===== src/rtl/ctrl_pkg.sv =====
// Shared encodings for the controller, ALU and immediate generator.
package ctrl_pkg;

  typedef enum logic [2:0] {
    ST_FETCH  = 3'd0,
    ST_DECODE = 3'd1,
    ST_EXEC   = 3'd2,
    ST_MEM    = 3'd3,
    ST_WB     = 3'd4,
    ST_TRAP   = 3'd5
  } state_e;

  localparam logic [6:0] OP_R_ALU  = 7'b0110011;
  localparam logic [6:0] OP_I_ALU  = 7'b0010011;
  localparam logic [6:0] OP_LOAD   = 7'b0000011;
  localparam logic [6:0] OP_STORE  = 7'b0100011;
  localparam logic [6:0] OP_BRANCH = 7'b1100011;

  typedef enum logic [3:0] {
    ALU_ADD  = 4'd0,
    ALU_SUB  = 4'd1,
    ALU_AND  = 4'd2,
    ALU_OR   = 4'd3,
    ALU_XOR  = 4'd4,
    ALU_SLL  = 4'd5,
    ALU_SRL  = 4'd6,
    ALU_SRA  = 4'd7,
    ALU_SLT  = 4'd8,
    ALU_SLTU = 4'd9
  } aluop_e;

  typedef enum logic [1:0] {
    IMM_I = 2'b00,
    IMM_S = 2'b01,
    IMM_B = 2'b10,
    IMM_R = 2'b11
  } imm_e;

  // funct3/funct7[5] to ALU operation; SUB exists only for register-register ops
  function automatic aluop_e alu_fn(input logic [2:0] f3, input logic f7b5, input logic is_r);
    aluop_e op;
    case (f3)
      3'b000:  if (is_r && f7b5) op = ALU_SUB; else op = ALU_ADD;
      3'b001:  op = ALU_SLL;
      3'b010:  op = ALU_SLT;
      3'b011:  op = ALU_SLTU;
      3'b100:  op = ALU_XOR;
      3'b101:  if (f7b5) op = ALU_SRA; else op = ALU_SRL;
      3'b110:  op = ALU_OR;
      default: op = ALU_AND;
    endcase
    return op;
  endfunction

endpackage


===== src/rtl/ctrl_fsm_if.sv =====
// Controller <-> datapath bundle. master = controller, slave = datapath.
interface ctrl_fsm_if;
  logic [31:0] instr;
  logic [4:0]  status;
  logic        mem_ready;
  logic        pcsrc;
  logic        alusrc;
  logic [3:0]  aluop;
  logic        mrw;
  logic        wb;
  logic        regrw;
  logic [1:0]  immgen_ctrl;
  logic        pc_en;
  logic        mem_req;
  logic [2:0]  state;
  logic        trap;

  modport master (
    input  instr, status, mem_ready,
    output pcsrc, alusrc, aluop, mrw, wb, regrw, immgen_ctrl, pc_en, mem_req, state, trap
  );

  modport slave (
    output instr, status, mem_ready,
    input  pcsrc, alusrc, aluop, mrw, wb, regrw, immgen_ctrl, pc_en, mem_req, state, trap
  );
endinterface


===== src/rtl/ctrl_decode.sv =====
// Combinational instruction decode: opcode/funct fields to ALU/immediate controls,
// instruction class, legality and branch-taken evaluation.
module ctrl_decode
  import ctrl_pkg::*;
(
  input  logic [6:0] opcode_i,
  input  logic [2:0] funct3_i,
  input  logic       funct7b5_i,
  input  logic [3:0] flags_i,
  output aluop_e     aluop_o,
  output imm_e       immgen_o,
  output logic       alusrc_o,
  output logic       legal_o,
  output logic       is_load_o,
  output logic       is_store_o,
  output logic       is_branch_o,
  output logic       br_take_o
);

  logic lt;
  assign lt = flags_i[1] ^ flags_i[3];

  // decode table; anything not listed stays illegal with zeroed controls
  always_comb begin
    aluop_o     = ALU_ADD;
    immgen_o    = IMM_I;
    alusrc_o    = 1'b0;
    legal_o     = 1'b0;
    is_load_o   = 1'b0;
    is_store_o  = 1'b0;
    is_branch_o = 1'b0;
    br_take_o   = 1'b0;
    case (opcode_i)
      OP_R_ALU: begin
        legal_o  = 1'b1;
        aluop_o  = alu_fn(funct3_i, funct7b5_i, 1'b1);
        immgen_o = IMM_R;
      end
      OP_I_ALU: begin
        legal_o  = 1'b1;
        aluop_o  = alu_fn(funct3_i, funct7b5_i, 1'b0);
        alusrc_o = 1'b1;
      end
      OP_LOAD: begin
        legal_o   = 1'b1;
        alusrc_o  = 1'b1;
        is_load_o = 1'b1;
      end
      OP_STORE: begin
        legal_o    = 1'b1;
        alusrc_o   = 1'b1;
        immgen_o   = IMM_S;
        is_store_o = 1'b1;
      end
      OP_BRANCH: begin
        aluop_o     = ALU_SUB;
        immgen_o    = IMM_B;
        is_branch_o = 1'b1;
        case (funct3_i)
          3'b000:  begin legal_o = 1'b1; br_take_o = flags_i[0];  end
          3'b001:  begin legal_o = 1'b1; br_take_o = !flags_i[0]; end
          3'b100:  begin legal_o = 1'b1; br_take_o = lt;          end
          3'b101:  begin legal_o = 1'b1; br_take_o = !lt;         end
          default: legal_o = 1'b0;
        endcase
      end
      default: ;
    endcase
  end

endmodule


===== src/rtl/ctrl_fsm.sv =====
// Multi-cycle CPU control FSM: state register, instruction register and optional
// MEM-wait timeout (enabled by defining CTRL_FSM_MEM_TIMEOUT_EN).
//
// state  | meaning
// FETCH  | instruction word presented; captured into ir_q on exit
// DECODE | classify ir_q; illegal encodings go to TRAP
// EXEC   | ALU operation; branches resolve and retire here
// MEM    | RAM access, held until mem_ready (or timeout)
// WB     | register write-back; retires ALU ops and loads
// TRAP   | sticky error state, left only by reset
module ctrl_fsm
  import ctrl_pkg::*;
(
  input  logic       clk,
  input  logic       reset,
  ctrl_fsm_if.master bus
);

  state_e      state_q, state_d;
  logic [31:0] ir_q;

  aluop_e dec_aluop;
  imm_e   dec_imm;
  logic   dec_alusrc, dec_legal, dec_load, dec_store, dec_branch, dec_take;
  logic   dec_en;
  logic   unused_bits;

  assign unused_bits = ^{ir_q[31], ir_q[29:15], ir_q[11:7], bus.status[4]};

  ctrl_decode u_decode (
    .opcode_i    (ir_q[6:0]),
    .funct3_i    (ir_q[14:12]),
    .funct7b5_i  (ir_q[30]),
    .flags_i     (bus.status[3:0]),
    .aluop_o     (dec_aluop),
    .immgen_o    (dec_imm),
    .alusrc_o    (dec_alusrc),
    .legal_o     (dec_legal),
    .is_load_o   (dec_load),
    .is_store_o  (dec_store),
    .is_branch_o (dec_branch),
    .br_take_o   (dec_take)
  );

`ifdef CTRL_FSM_MEM_TIMEOUT_EN
  logic [3:0] tmo_q, tmo_d;
  logic       tmo_hit;

  assign tmo_hit = (state_q == ST_MEM) && !bus.mem_ready && (tmo_q == 4'd15);

  // counter sits at zero outside MEM, so every MEM visit starts from zero
  always_comb begin
    tmo_d = 4'd0;
    if (state_q == ST_MEM && !bus.mem_ready) tmo_d = tmo_q + 4'd1;
  end

  // timeout counter register
  always_ff @(posedge clk or negedge reset) begin
    if (!reset) tmo_q <= 4'd0;
    else        tmo_q <= tmo_d;
  end
`endif

  // state and instruction registers
  always_ff @(posedge clk or negedge reset) begin
    if (!reset) begin
      state_q <= ST_FETCH;
      ir_q    <= 32'd0;
    end else begin
      state_q <= state_d;
      if (state_q == ST_FETCH) ir_q <= bus.instr;
    end
  end

  assign bus.state = state_q;

  // next state and control outputs; outputs are zero unless a state asserts them
  always_comb begin
    state_d         = state_q;
    dec_en          = 1'b0;
    bus.pcsrc       = 1'b0;
    bus.alusrc      = 1'b0;
    bus.aluop       = 4'd0;
    bus.mrw         = 1'b0;
    bus.wb          = 1'b0;
    bus.regrw       = 1'b0;
    bus.immgen_ctrl = 2'b00;
    bus.pc_en       = 1'b0;
    bus.mem_req     = 1'b0;
    bus.trap        = 1'b0;
    case (state_q)
      ST_FETCH: state_d = ST_DECODE;
      ST_DECODE: begin
        dec_en  = dec_legal;
        state_d = dec_legal ? ST_EXEC : ST_TRAP;
      end
      ST_EXEC: begin
        dec_en = 1'b1;
        if (dec_branch) begin
          bus.pc_en = 1'b1;
          bus.pcsrc = dec_take;
          state_d   = ST_FETCH;
        end else if (dec_load || dec_store) begin
          state_d = ST_MEM;
        end else begin
          state_d = ST_WB;
        end
      end
      ST_MEM: begin
        dec_en      = 1'b1;
        bus.mem_req = 1'b1;
        bus.mrw     = dec_store;
        if (bus.mem_ready) begin
          bus.pc_en = dec_store;
          state_d   = dec_store ? ST_FETCH : ST_WB;
        end
`ifdef CTRL_FSM_MEM_TIMEOUT_EN
        else if (tmo_hit) begin
          state_d = ST_TRAP;
        end
`endif
      end
      ST_WB: begin
        dec_en    = 1'b1;
        bus.regrw = 1'b1;
        bus.wb    = dec_load;
        bus.pc_en = 1'b1;
        state_d   = ST_FETCH;
      end
      ST_TRAP: bus.trap = 1'b1;
      default: state_d = ST_FETCH;
    endcase
    if (dec_en) begin
      bus.aluop       = dec_aluop;
      bus.alusrc      = dec_alusrc;
      bus.immgen_ctrl = dec_imm;
    end
  end

endmodule


===== src/flat_wrapper.sv =====
// flat-port wrapper written by rule: the top's interface ports become plain ports
module ctrl_fsm_flat import ctrl_pkg::*;
  (clk, reset, bus_instr, bus_status, bus_mem_ready, bus_pcsrc, bus_alusrc, bus_aluop, bus_mrw, bus_wb, bus_regrw, bus_immgen_ctrl, bus_pc_en, bus_mem_req, bus_state, bus_trap);
  ctrl_fsm_if bus_i ();
  input  logic clk;
  input  logic reset;
  input wire logic [$bits(bus_i.instr)-1:0] bus_instr;
  input wire logic [$bits(bus_i.status)-1:0] bus_status;
  input wire logic [$bits(bus_i.mem_ready)-1:0] bus_mem_ready;
  output wire logic [$bits(bus_i.pcsrc)-1:0] bus_pcsrc;
  output wire logic [$bits(bus_i.alusrc)-1:0] bus_alusrc;
  output wire logic [$bits(bus_i.aluop)-1:0] bus_aluop;
  output wire logic [$bits(bus_i.mrw)-1:0] bus_mrw;
  output wire logic [$bits(bus_i.wb)-1:0] bus_wb;
  output wire logic [$bits(bus_i.regrw)-1:0] bus_regrw;
  output wire logic [$bits(bus_i.immgen_ctrl)-1:0] bus_immgen_ctrl;
  output wire logic [$bits(bus_i.pc_en)-1:0] bus_pc_en;
  output wire logic [$bits(bus_i.mem_req)-1:0] bus_mem_req;
  output wire logic [$bits(bus_i.state)-1:0] bus_state;
  output wire logic [$bits(bus_i.trap)-1:0] bus_trap;
  assign bus_i.instr = bus_instr;
  assign bus_i.status = bus_status;
  assign bus_i.mem_ready = bus_mem_ready;
  assign bus_pcsrc = bus_i.pcsrc;
  assign bus_alusrc = bus_i.alusrc;
  assign bus_aluop = bus_i.aluop;
  assign bus_mrw = bus_i.mrw;
  assign bus_wb = bus_i.wb;
  assign bus_regrw = bus_i.regrw;
  assign bus_immgen_ctrl = bus_i.immgen_ctrl;
  assign bus_pc_en = bus_i.pc_en;
  assign bus_mem_req = bus_i.mem_req;
  assign bus_state = bus_i.state;
  assign bus_trap = bus_i.trap;
  ctrl_fsm u_core (.clk(clk), .reset(reset), .bus(bus_i));
endmodule

===== config.mk =====
export PLATFORM = sky130hd
export DESIGN_NAME = ctrl_fsm_flat
export DESIGN_NICKNAME = d
export VERILOG_FILES = /design/src/rtl/ctrl_pkg.sv /design/src/rtl/ctrl_fsm_if.sv /design/src/rtl/ctrl_decode.sv /design/src/rtl/ctrl_fsm.sv /design/src/flat_wrapper.sv
export SDC_FILE = /design/constraint.sdc
export NUM_CORES = 1
export LEC_CHECK = 0
export CAP_MARGIN = 10
export CORE_ASPECT_RATIO = 1.4
export CORE_MARGIN = 3
export CORE_UTILIZATION = 39
export DETAILED_ROUTE_END_ITERATION = 6
export PLACE_DENSITY = 0.9
export REMOVE_ABC_BUFFERS = 1
export SETUP_SLACK_MARGIN = 0.15
export SLEW_MARGIN = 20
export SYNTH_ARGS = -nofsm -noshare
export SYNTH_HDL_FRONTEND = slang
export SYNTH_SLANG_ARGS = --single-unit

===== constraint.sdc =====
create_clock -name clk -period 4.45 [get_ports clk]
set_input_delay 0.445 -clock clk [delete_from_list [all_inputs] [get_ports clk]]
set_output_delay 0.445 -clock clk [all_outputs]
set_load 0.03 [all_outputs]

==> summary.md, run 1 <==
| Metric | Value |
|---|---|
| Rows | 20 |
| Placed cell areas | 1240 sq um |
| First-pass GRT wire length | 3.26 mm |
| Critical Path Start | u_core.bus.state[2] |
| Worst-skew pair later-pin latency | between 0.2 and 0.3 ns |
| Post-synth ARST share | 1.00 |
| CTS tree | yes |
| CP Cell Sequence | or3b_4, a2111oi_4, nand2_2, nor3b_2, clkdlybuf4s50_1 |
| Setup Fix Bufs, Post-CTS | 0 |
| Post-route insts no fill | 147 |
| Post-Syn Instances | 96 |
| Pleak | between 0.4 and 0.5 nW |
| Buf+Inv Stages, Crit Path | 1 |
| HP Class | register to register |
| Ports | between 50 and 60 |
| Post-synthesis sequential area ratio | 0.385 |
| Gr ovfl total | 0 |
| Clock Tree Buf Depth | 2 |
| Worst R2R Path Depth | 2 |
| Hold-fix buffers, CTS | 0 |
| Post-synth EDFFs | 0 |
| Final Util | 0.573 |
| H-tree Lvls | 1 |
| Peak VDD IR | 376 uV |
| R2r endpoint | u_core.ir_q[0] |
| Antenna violations before repair | 0 |
| Starting Density | 0.413 |
| Post-synth top flop | dfrtp_1 |
| Die area | between 2000 and 3000 sq um |
| CP endpoint | bus_aluop[3] |
| CTS Buf Count | 3 |
| CP startpoint kind | register |
| Layout Skew | 0.00152 ns |
| Vias | 815 |
| Final #Nets | 167 |
| Clk root buf | clkbuf_4 |
| Crit-path slowest cell | clkdlybuf4s50_1 |
| Avg Cell Area, Syn | 9.48 sq um |
| Final setup TNS | 0 ns |
| Routed WL | 1.96 mm |
| CP top delay family | simple AND/OR/NAND/NOR gates |
| Post-CTS resize count | 0 |
| Unrepaired setup endpoints after global routing | false |
| P per Cell Area | 548 nW/um^2 |
| Maximum clock rate | approximately 0.31 GHz |
| Number of sinks on the clock net | 14 |
| Worst path max stage delay | just under 0.7 ns |
| Gp weighted congestion | between 0.8 and 0.9 |
| Critical Path Stages | 5 |
| Total track usage | 0.144 |
| Flop2flop setup slack | roughly 2.5 ns |
| WL per Instance | 13.3 um |
| Port Buffers | 33 |
| Critical R2R Launch | u_core.bus.state[0] |
| Syn-to-layout area delta | 38.7% |
| Post-Syn Area | 910 sq um |
| Final ANT Viol Nets | 0 |
| YS warnings | 0 |
| Hpwl dp | roughly 1.5 mm |
| Least-Margin Pin Slew | 1.04 ns |
| Inst Count DP | between 100 and 150 |
| Post-route DRC | 0 |
| Status | complete, no violations |
| # setup viols final | 0 |
| Height of the die | 63.1 um |
| Switch Pwr | 0.302 mW |
| CP Class | register to output pin |
| WP data arrival | approximately 2.7 ns |
| Post-synthesis cell type count | 34 |
| CP endpoint kind | output pin |
| Share of layout cells above drive strength 1 | 0.152 |
| Slew Limit Fails | 0 |
| Net Sw Frac | 0.437 |
| Initial DRC Count | 13 |
| Sequential power share | 0.436 |
| Final worst path period share | 0.715 |
| Crit Path Max Fanout | 12 |
| Worst Path Required | 4.01 ns |
| Clock share of power | 0.095 |
| Vias per std cell | between 5 and 6 |
| Vias in the first global route | 768 |
| Fin area | 1260 sq um |
| Max-slew headroom | 0.305 |
| Final hold violations | 0 |
| Crit path time final | around 3.2 ns |
| Largest net degree at the start of global routing | 15 |
| Chip width | approximately 47 um |
| Synthesized flop and latch total | 14 |
| DR pass1 iterations | 4 |
| Reg clk slew, reported paths | 0.07 ns |
| Pint | 0.389 mW |
| Comb power frac | 0.469 |
| Core ar. | 2200 sq um |
| Max-Cap Viols | 0 |
| Filler cell count | between 150 and 200 |
| N_diodes | 0 |
## power groups by stage
stage                     clock network [mW]  logic, mW  registers, mW
final                                 0.0657      0.324          0.301
after global routing                  0.0725      0.357          0.314
after CTS                             0.0697      0.328          0.297
after detailed placement                   0      0.326          0.299
after global placement                     0      0.314          0.292
after floorplan                            0      0.217          0.287
## metal layers
layer  vias to the layer above  wire length (um)  track usage
met2                        24              1010        0.238
li1                        400                 -            -
met3                         2                97      0.00857
met5                         -                 0            0
met1                       389               835        0.189
met4                         0                14       0.0519
## registers in the layout (all words and copies together), names as in the netlist
signal	count
u_core.ir_q	11
u_core.bus.state	3
## through the flow
step | hold slack (ns) | total power [mW] | setup slack, ns
after CTS | 0.505 | 0.695 | 1.26
final | 0.507 | 0.691 | 1.27
after global placement | 0.484 | 0.605 | 1.59
after detailed placement | 0.489 | 0.625 | 1.56
after floorplan | 0.149 | 0.504 | 1.70
after global routing | 0.532 | 0.743 | 1.12
## final cells by class
class	instances	area (sq um)	share of cell area
Clock buffer	3	22.5	0.0179
Multi-Input combinational cell	72	519	0.412
Timing Repair Buffer	33	330	0.262
Tap cell	22	27.5	0.0218
Inverter	3	11.3	0.00893
Sequential cell	14	350	0.278
## cells by family after synthesis
family                    count (synthesis)  synth area share
and+or+nand+nor                          39             0.260
AOI/OAI and AO/OA                        20             0.158
DFF                                      14             0.385
muxes                                    10             0.124
buffers and inverters                    10            0.0440
xor gates and xnor gates                  3            0.0289
## how the worst min path moves through the flow
stage	slack (ns)	end	depth (start not counted)	start
2_1_floorplan	0.15	u_core.bus.state[0]	0	reset
3_3_place_gp	0.48	u_core.ir_q[2]	1	u_core.ir_q[2]
3_5_place_dp	0.49	u_core.ir_q[2]	1	u_core.ir_q[2]
4_1_cts	0.51	u_core.ir_q[2]	1	u_core.ir_q[2]
5_1_grt	0.53	u_core.ir_q[3]	1	u_core.ir_q[3]
6_report	0.51	u_core.ir_q[2]	1	u_core.ir_q[2]
## worst register-to-register path, cell delays in order (launching register included)
cell and delay [ns]:
dfrtp_1 0.51, nor3_2 0.87, mux2_2 0.43
## Yosys cell counts, types with 2 or more instances
cell	n	area (sq um)
a21oi_1	5	25.0
buf_2	2	10.0
clkbuf_1	4	15.0
dfrtp_1	14	350
inv_1	3	11.3
mux2_2	10	113
nand2_1	9	33.8
nand3b_1	3	22.5
nor2_1	7	26.3
nor2b_1	4	25.0
nor3_2	2	20.0
nor4_1	2	12.5
o21ai_0	7	35.0
o311ai_0	2	17.5
or3_1	2	12.5
xnor2_1	2	17.5
## cells in the final DEF, fill, tap and decap left out, types with 2 or more instances in the layout
cell,n
a21oi_1,5
clkbuf_4,3
clkdlybuf4s50_1,33
dfrtp_1,14
inv_1,3
mux2_2,10
nand2_1,9
nand3b_1,3
nor2_1,7
nor2b_1,4
nor3_2,2
nor4_1,2
o21ai_0,7
o311ai_0,2
or3_1,2
xnor2_1,2
Power figures use the tool's default switching activity.
==> run 2: changes to the inputs <==
--- a/config.mk
+++ b/config.mk
@@ -8,9 +8,9 @@
 export CAP_MARGIN = 10
 export CORE_ASPECT_RATIO = 1.4
 export CORE_MARGIN = 3
-export CORE_UTILIZATION = 39
+export CORE_UTILIZATION = 36
 export DETAILED_ROUTE_END_ITERATION = 6
-export PLACE_DENSITY = 0.9
+export PLACE_DENSITY = 0.84
 export REMOVE_ABC_BUFFERS = 1
 export SETUP_SLACK_MARGIN = 0.15
 export SLEW_MARGIN = 20
==> constraint.sdc (replaced) <==
create_clock -name clk -period 3.05 [get_ports clk]
set_input_delay 0.305 -clock clk [delete_from_list [all_inputs] [get_ports clk]]
set_output_delay 0.305 -clock clk [all_outputs]
set_load 0.03 [all_outputs]
==> summary.md, run 2 (synthesis gave the netlist of run 1 again) <==
| Metric | Value |
|---|---|
| Final setup TNS | 0 ns (unchanged) |
| Setup Fix Bufs, Post-CTS | 0 (unchanged) |
| Max-slew headroom | 0.563 (+0.258) |
| CP startpoint kind | register |
| Layout Skew | 0.00321 ns (+0.00169 ns) |
| Vias in the first global route | 867 (+13%) |
| Rows | 20 (unchanged) |
| Total power | 1.04 mW (+50%) |
| Largest register FFs | 11 (unchanged) |
| Sequential power share | 0.408 (-0.028) |
| Worst Hold Slack | 0.417 ns (-0.0900 ns) |
| Hold-fix buffers, CTS | 0 (unchanged) |
| Slew Limit Fails | 0 (unchanged) |
| Starting Density | 0.399 (-0.0136) |
| CTS tree | yes |
| WL per Instance | 14.3 um (+7.4%) |
| Ports | 57 (unchanged) |
| Net Sw Frac | 0.443 (+0.00633) |
| Peak VDD IR | 409 uV (+8.8%) |
| Worst-skew pair later-pin latency | 0.28 ns (about the same) |
| Initial DRC Count | 17 (+4) |
| Core ar. | 2280 sq um (+3.4%) |
| First-pass GRT wire length | 3.78 mm (+16%) |
| WP data arrival | 2.40 ns (-0.34 ns) |
| Hpwl dp | 1.78 mm (+17%) |
| Pleak | 0.561 nW (+23%) |
| N_diodes | 0 (unchanged) |
| Height of the die | 65.5 um (+3.7%) |
| Most common cell after layout, fill and taps aside | clkdlybuf4s50_1 |
| Gr ovfl total | 0 (unchanged) |
| Maximum clock rate | approximately 0.37 GHz |
| Biggest register | u_core.ir_q |
| HP Class | input port to async pin |
| Port Buffers | 33 (unchanged) |
| Final hold violations | 0 (unchanged) |
| CTS Buf Count | 3 (unchanged) |
| Crit path time final | 2.70 ns |
| H-tree Lvls | 1 (unchanged) |
| Final worst path period share | 0.887 |
| Clock share of power | 0.103 (+0.008) |
| Reg clk slew, reported paths | 0.08 ns (about the same) |
| Filler cell count | 215 (+16%) |
| Most frequent cells in the layout | clkdlybuf4s50_1, dfrtp_1, mux2_2 |
| Unrepaired setup endpoints after global routing | false |
| Gp weighted congestion | 0.806 (-3.9%) |
| Status | complete, no violations |
| CP Class | register to output pin |
| Crit Path Max Fanout | 12 (unchanged) |
| Worst Path Required | 2.74 ns (-1.27 ns) |
| Clock Tree Buf Depth | 2 (unchanged) |
| Switch Pwr | 0.460 mW (+52%) |
| Largest net degree at the start of global routing | 15 (unchanged) |
| Vias per std cell | 5.36 (-3.3%) |
| Max-Cap Viols | 0 (unchanged) |
| Routed WL | 2.29 mm (+17%) |
| Pint | 0.577 mW (+48%) |
| Least-Margin Pin Slew | 0.653 ns (-0.384 ns) |
| Antenna violations before repair | 0 (unchanged) |
| Final #Nets | 169 (+1.2%) |
| Final ANT Viol Nets | 0 (unchanged) |
| Die area | 3170 sq um (+7.4%) |
| Post-route DRC | 0 (unchanged) |
| # setup viols final | 0 (unchanged) |
| Comb power frac | 0.490 (+0.021) |
| Share of layout cells above drive strength 1 | 0.165 (+0.0134) |
| Chip width | 48.5 um (+3.6%) |
| Vias | 858 (+5.3%) |
| Clk root buf | clkbuf_4 |
| P per Cell Area | 801 nW/um^2 (+46%) |
| Number of sinks on the clock net | 14 (unchanged) |
| CP endpoint kind | output pin |
| DR pass1 iterations | 4 (unchanged) |
| Syn-to-layout area delta | 42.4% |
| Total track usage | 0.152 (+0.00803) |
## run 2: routing by layer
layer / vias up / track usage / wire length [um]
li1: 402 / - / -
met1: 412 / 0.154 / 822
met2: 39 / 0.298 / 1300
met3: 5 / 0.0249 / 133
met4: 0 / 0.0712 / 34
met5: - / 0 / 0
## run 2: final cells by class
cell class	count	area [sq um]	area share
Clock buffer	3	22.5	0.0174
Multi-Input combinational cell	72	519	0.401
Timing Repair Buffer	35	350	0.271
Inverter	3	11.3	0.00870
Sequential cell	14	350	0.271
Tap cell	33	41.3	0.0319
## run 2: through the flow
step / worst slack (ns) / std cells / instance area, sq um / util
after floorplan: 0.436 / 89 / 881 / -
after global placement: 0.385 / 157 / 1270 / 0.557
after global routing: 0.186 / 160 / 1290 / 0.569
after CTS: 0.187 / 160 / 1280 / 0.564
after detailed placement: 0.348 / 157 / 1270 / 0.557
final: 0.346 / 160 / 1290 / 0.569
## run 2: final timing paths
kind | start | endpoint | slack (ns) | cells past startpoint
worst max-delay path | u_core.bus.state[0] | bus_aluop[3] | 0.35 | 5
max in group asynchronous | reset | u_core.bus.state[2] | 2.22 | 1
worst min register to register | u_core.ir_q[2] | u_core.ir_q[2] | 0.52 | 1
min in group clk | u_core.ir_q[2] | u_core.ir_q[2] | 0.52 | 1
worst max register to register | u_core.ir_q[4] | u_core.bus.state[0] | 1.34 | 4
worst min-delay path | reset | u_core.bus.state[1] | 0.42 | 1
## run 2: worst max-delay path: stages (launching register included)
cell,delay [ns]
dfrtp_1,0.50
or3b_4,0.46
a2111oi_4,0.43
nand2_2,0.13
nor3b_2,0.18
dlygate4sd2_1,0.41
## run 2: timing repair
item / in CTS / in global routing
endpoints found under the setup margin: 4 / 4
gates cloned: 0 / 0
resized for setup: 4 / 4
endpoints found under the hold margin: 0 / 0
## run 2: power groups by stage
| stage | clock network, mW | logic (mW) | registers (mW) |
|---|---|---|---|
| after floorplan | 0 | 0.317 | 0.419 |
| after global placement | 0 | 0.492 | 0.413 |
| after detailed placement | 0 | 0.512 | 0.424 |
| after CTS | 0.108 | 0.512 | 0.419 |
| after global routing | 0.118 | 0.553 | 0.444 |
| final | 0.106 | 0.508 | 0.423 |
==> run 3: changes to the inputs <==
--- a/config.mk
+++ b/config.mk
@@ -8,9 +8,9 @@
 export CAP_MARGIN = 10
 export CORE_ASPECT_RATIO = 1.4
 export CORE_MARGIN = 3
-export CORE_UTILIZATION = 36
+export CORE_UTILIZATION = 33
 export DETAILED_ROUTE_END_ITERATION = 6
-export PLACE_DENSITY = 0.84
+export PLACE_DENSITY = 0.81
 export REMOVE_ABC_BUFFERS = 1
 export SETUP_SLACK_MARGIN = 0.15
 export SLEW_MARGIN = 20
==> constraint.sdc (replaced) <==
create_clock -name clk -period 2.2 [get_ports clk]
set_input_delay 0.22 -clock clk [delete_from_list [all_inputs] [get_ports clk]]
set_output_delay 0.22 -clock clk [all_outputs]
set_load 0.03 [all_outputs]
==> summary.md, run 3 (synthesis gave the netlist of run 1 again) <==
| Metric | Value |
|---|---|
| Status | finished with violations |
| Failing checks | negative setup slack |
| H-tree Lvls | 1 (unchanged) |
| Most common cell after layout, fill and taps aside | buf_4 |
| Initial DRC Count | 7 (-10) |
| Hold-fix buffers, CTS | 0 (unchanged) |
| Gr ovfl total | 0 (unchanged) |
| Antenna violations before repair | 0 (unchanged) |
| Placed cell areas | 1300 sq um (+2.5%) |
| Reg clk slew, reported paths | 0.08 ns (about the same) |
| CTS tree | yes |
| HP Class | input port to async pin |
| Syn-to-layout area delta | 64.6% |
| Critical R2R Launch | u_core.bus.state[1] |
| Gp weighted congestion | 0.885 (+9.8%) |
| Ports | 57 (unchanged) |
| Crit path time final | 2.20 ns |
| Routed WL | 2.52 mm (+9.7%) |
| Peak VDD IR | 673 uV (+64%) |
| Crit Path Max Fanout | 3 (-9) |
| Worst-skew pair later-pin latency | 0.27 ns (about the same) |
| CP endpoint kind | output pin |
| Height of the die | 68.1 um (+4.0%) |
| Total power | 1.69 mW (+63%) |
| Largest register FFs | 11 (unchanged) |
| Core ar. | 2500 sq um (+9.6%) |
| Pleak | 0.613 nW (+9.4%) |
| Worst Path Required | 1.98 ns (-0.76 ns) |
| First-pass GRT wire length | 4.28 mm (+13%) |
| Largest net degree at the start of global routing | 15 (unchanged) |
| Least-Margin Pin Slew | 0.631 ns (-0.0225 ns) |
| Flop2flop setup slack | 0.42 ns (-0.92 ns) |
| Most frequent cells in the layout | buf_4, clkdlybuf4s50_1, dfrtp_1 |
| Biggest register | u_core.ir_q |
| CP startpoint kind | register |
| Rows | 21 (+5.0%) |
| Final setup TNS | -0.000247 ns (-0.000247 ns) |
| CTS Buf Count | 3 (unchanged) |
| Number of sinks on the clock net | 14 (unchanged) |
| Worst Hold Slack | 0.340 ns (-0.0771 ns) |
| Starting Density | 0.364 (-0.0350) |
| Maximum clock rate | 0.454 GHz |
| Final #Nets | 188 (+11%) |
| Chip width | 50.4 um (+3.9%) |
| Unrepaired setup endpoints after global routing | true |
| Final Util | 0.600 (+0.0313) |
| Slew Limit Fails | 0 (unchanged) |
| Port Buffers | 33 (unchanged) |
| P per Cell Area | 1130 nW/um^2 (+41%) |
| WP data arrival | 1.98 ns (-0.42 ns) |
| Total track usage | 0.160 (+0.00830) |
| # setup viols final | 1 (+1) |
| Fin area | 1500 sq um (+16%) |
| Worst R2R Path Depth | 6 (+2) |
| Vias in the first global route | 989 (+14%) |
| Final hold violations | 0 (unchanged) |
| Clk root buf | clkbuf_4 |
| Post-route DRC | 0 (unchanged) |
| Final ANT Viol Nets | 0 (unchanged) |
| Hpwl dp | 1.73 mm (-2.6%) |
| Share of layout cells above drive strength 1 | 0.445 (+0.280) |
| CP Class | register to output pin |
| Max-slew headroom | 0.578 (+0.0151) |
| Vias | 915 (+6.6%) |
| N_diodes | 0 (unchanged) |
| Critical Path Start | u_core.bus.state[1] |
| Final worst slack | -0.000247 ns (-0.346 ns) |
| Clock Tree Buf Depth | 2 (unchanged) |
| Die area | 3430 sq um (+8.1%) |
| Final worst path period share | 1.00 |
| Max-Cap Viols | 0 (unchanged) |
| Vias per std cell | 5.08 (-5.2%) |
| DR pass1 iterations | 4 (unchanged) |
| WL per Instance | 14.0 um (-2.5%) |
| Layout Skew | 0.00145 ns (-0.00176 ns) |
-- run 3: changes by cell type in the layout (fill, tap and decap cells not counted), sizes merged --
| cell | change |
|---|---|
| clkdlybuf4s50 | -5 |
| dlygate4sd2 | -3 |
| dlymetal6s2s | -3 |
| clkbuf | +1 |
| buf | +29 |
-- run 3: path summary, 6_finish.rpt --
path	to
worst max register to register	u_core.ir_q[14]
worst min register to register	u_core.ir_q[3]
min in group clk	u_core.ir_q[12]
worst min-delay path	u_core.ir_q[4]
worst max-delay path	bus_aluop[3]
max in group asynchronous	u_core.bus.state[2]
-- run 3: worst max-delay path, stage by stage (launching register included) --
cell       delay, ns
dfrtp_2         0.41
or3b_4          0.43
a2111oi_4       0.36
nand2_2         0.14
nor3b_2         0.19
buf_4           0.18
-- run 3: stage by stage --
step	setup WS, ns	instances
after global placement	0.0692	165
after floorplan	-0.329	89
final	-0.000247	180
after CTS	0.0338	179
after detailed placement	0.0654	165
after global routing	-0.0945	180
-- run 3: area by class of cell --
type,count,area (sq um)
clock buffer,3,22.5
fill,214,998
inverter,3,11.3
multi-input combinational,72,588
sequential,14,354
tap,34,42.5
timing repair buffer,54,479
-- run 3: routing by layer --
layer  GRT usage  routed length, um  vias to the layer above
met2       0.309               1330                       31
met3      0.0305                134                        6
met5           0                  0                        -
li1            -                  -                      443
met1       0.172                998                      435
met4      0.0572                 50                        0
-- run 3: what timing repair did --
action	CTS	global route
setup buffers	11	1
resized for setup	17	17
pin swaps	6	4
setup endpoints to repair	12	12
gates cloned	0	0
-- run 3: where the power goes --
| part | internal (mW) | switching, mW | total, mW |
|---|---|---|---|
| Clock | 0.0633 | 0.0743 | 0.138 |
| Combinational | 0.521 | 0.521 | 1.04 |
| Sequential | 0.383 | 0.128 | 0.511 |
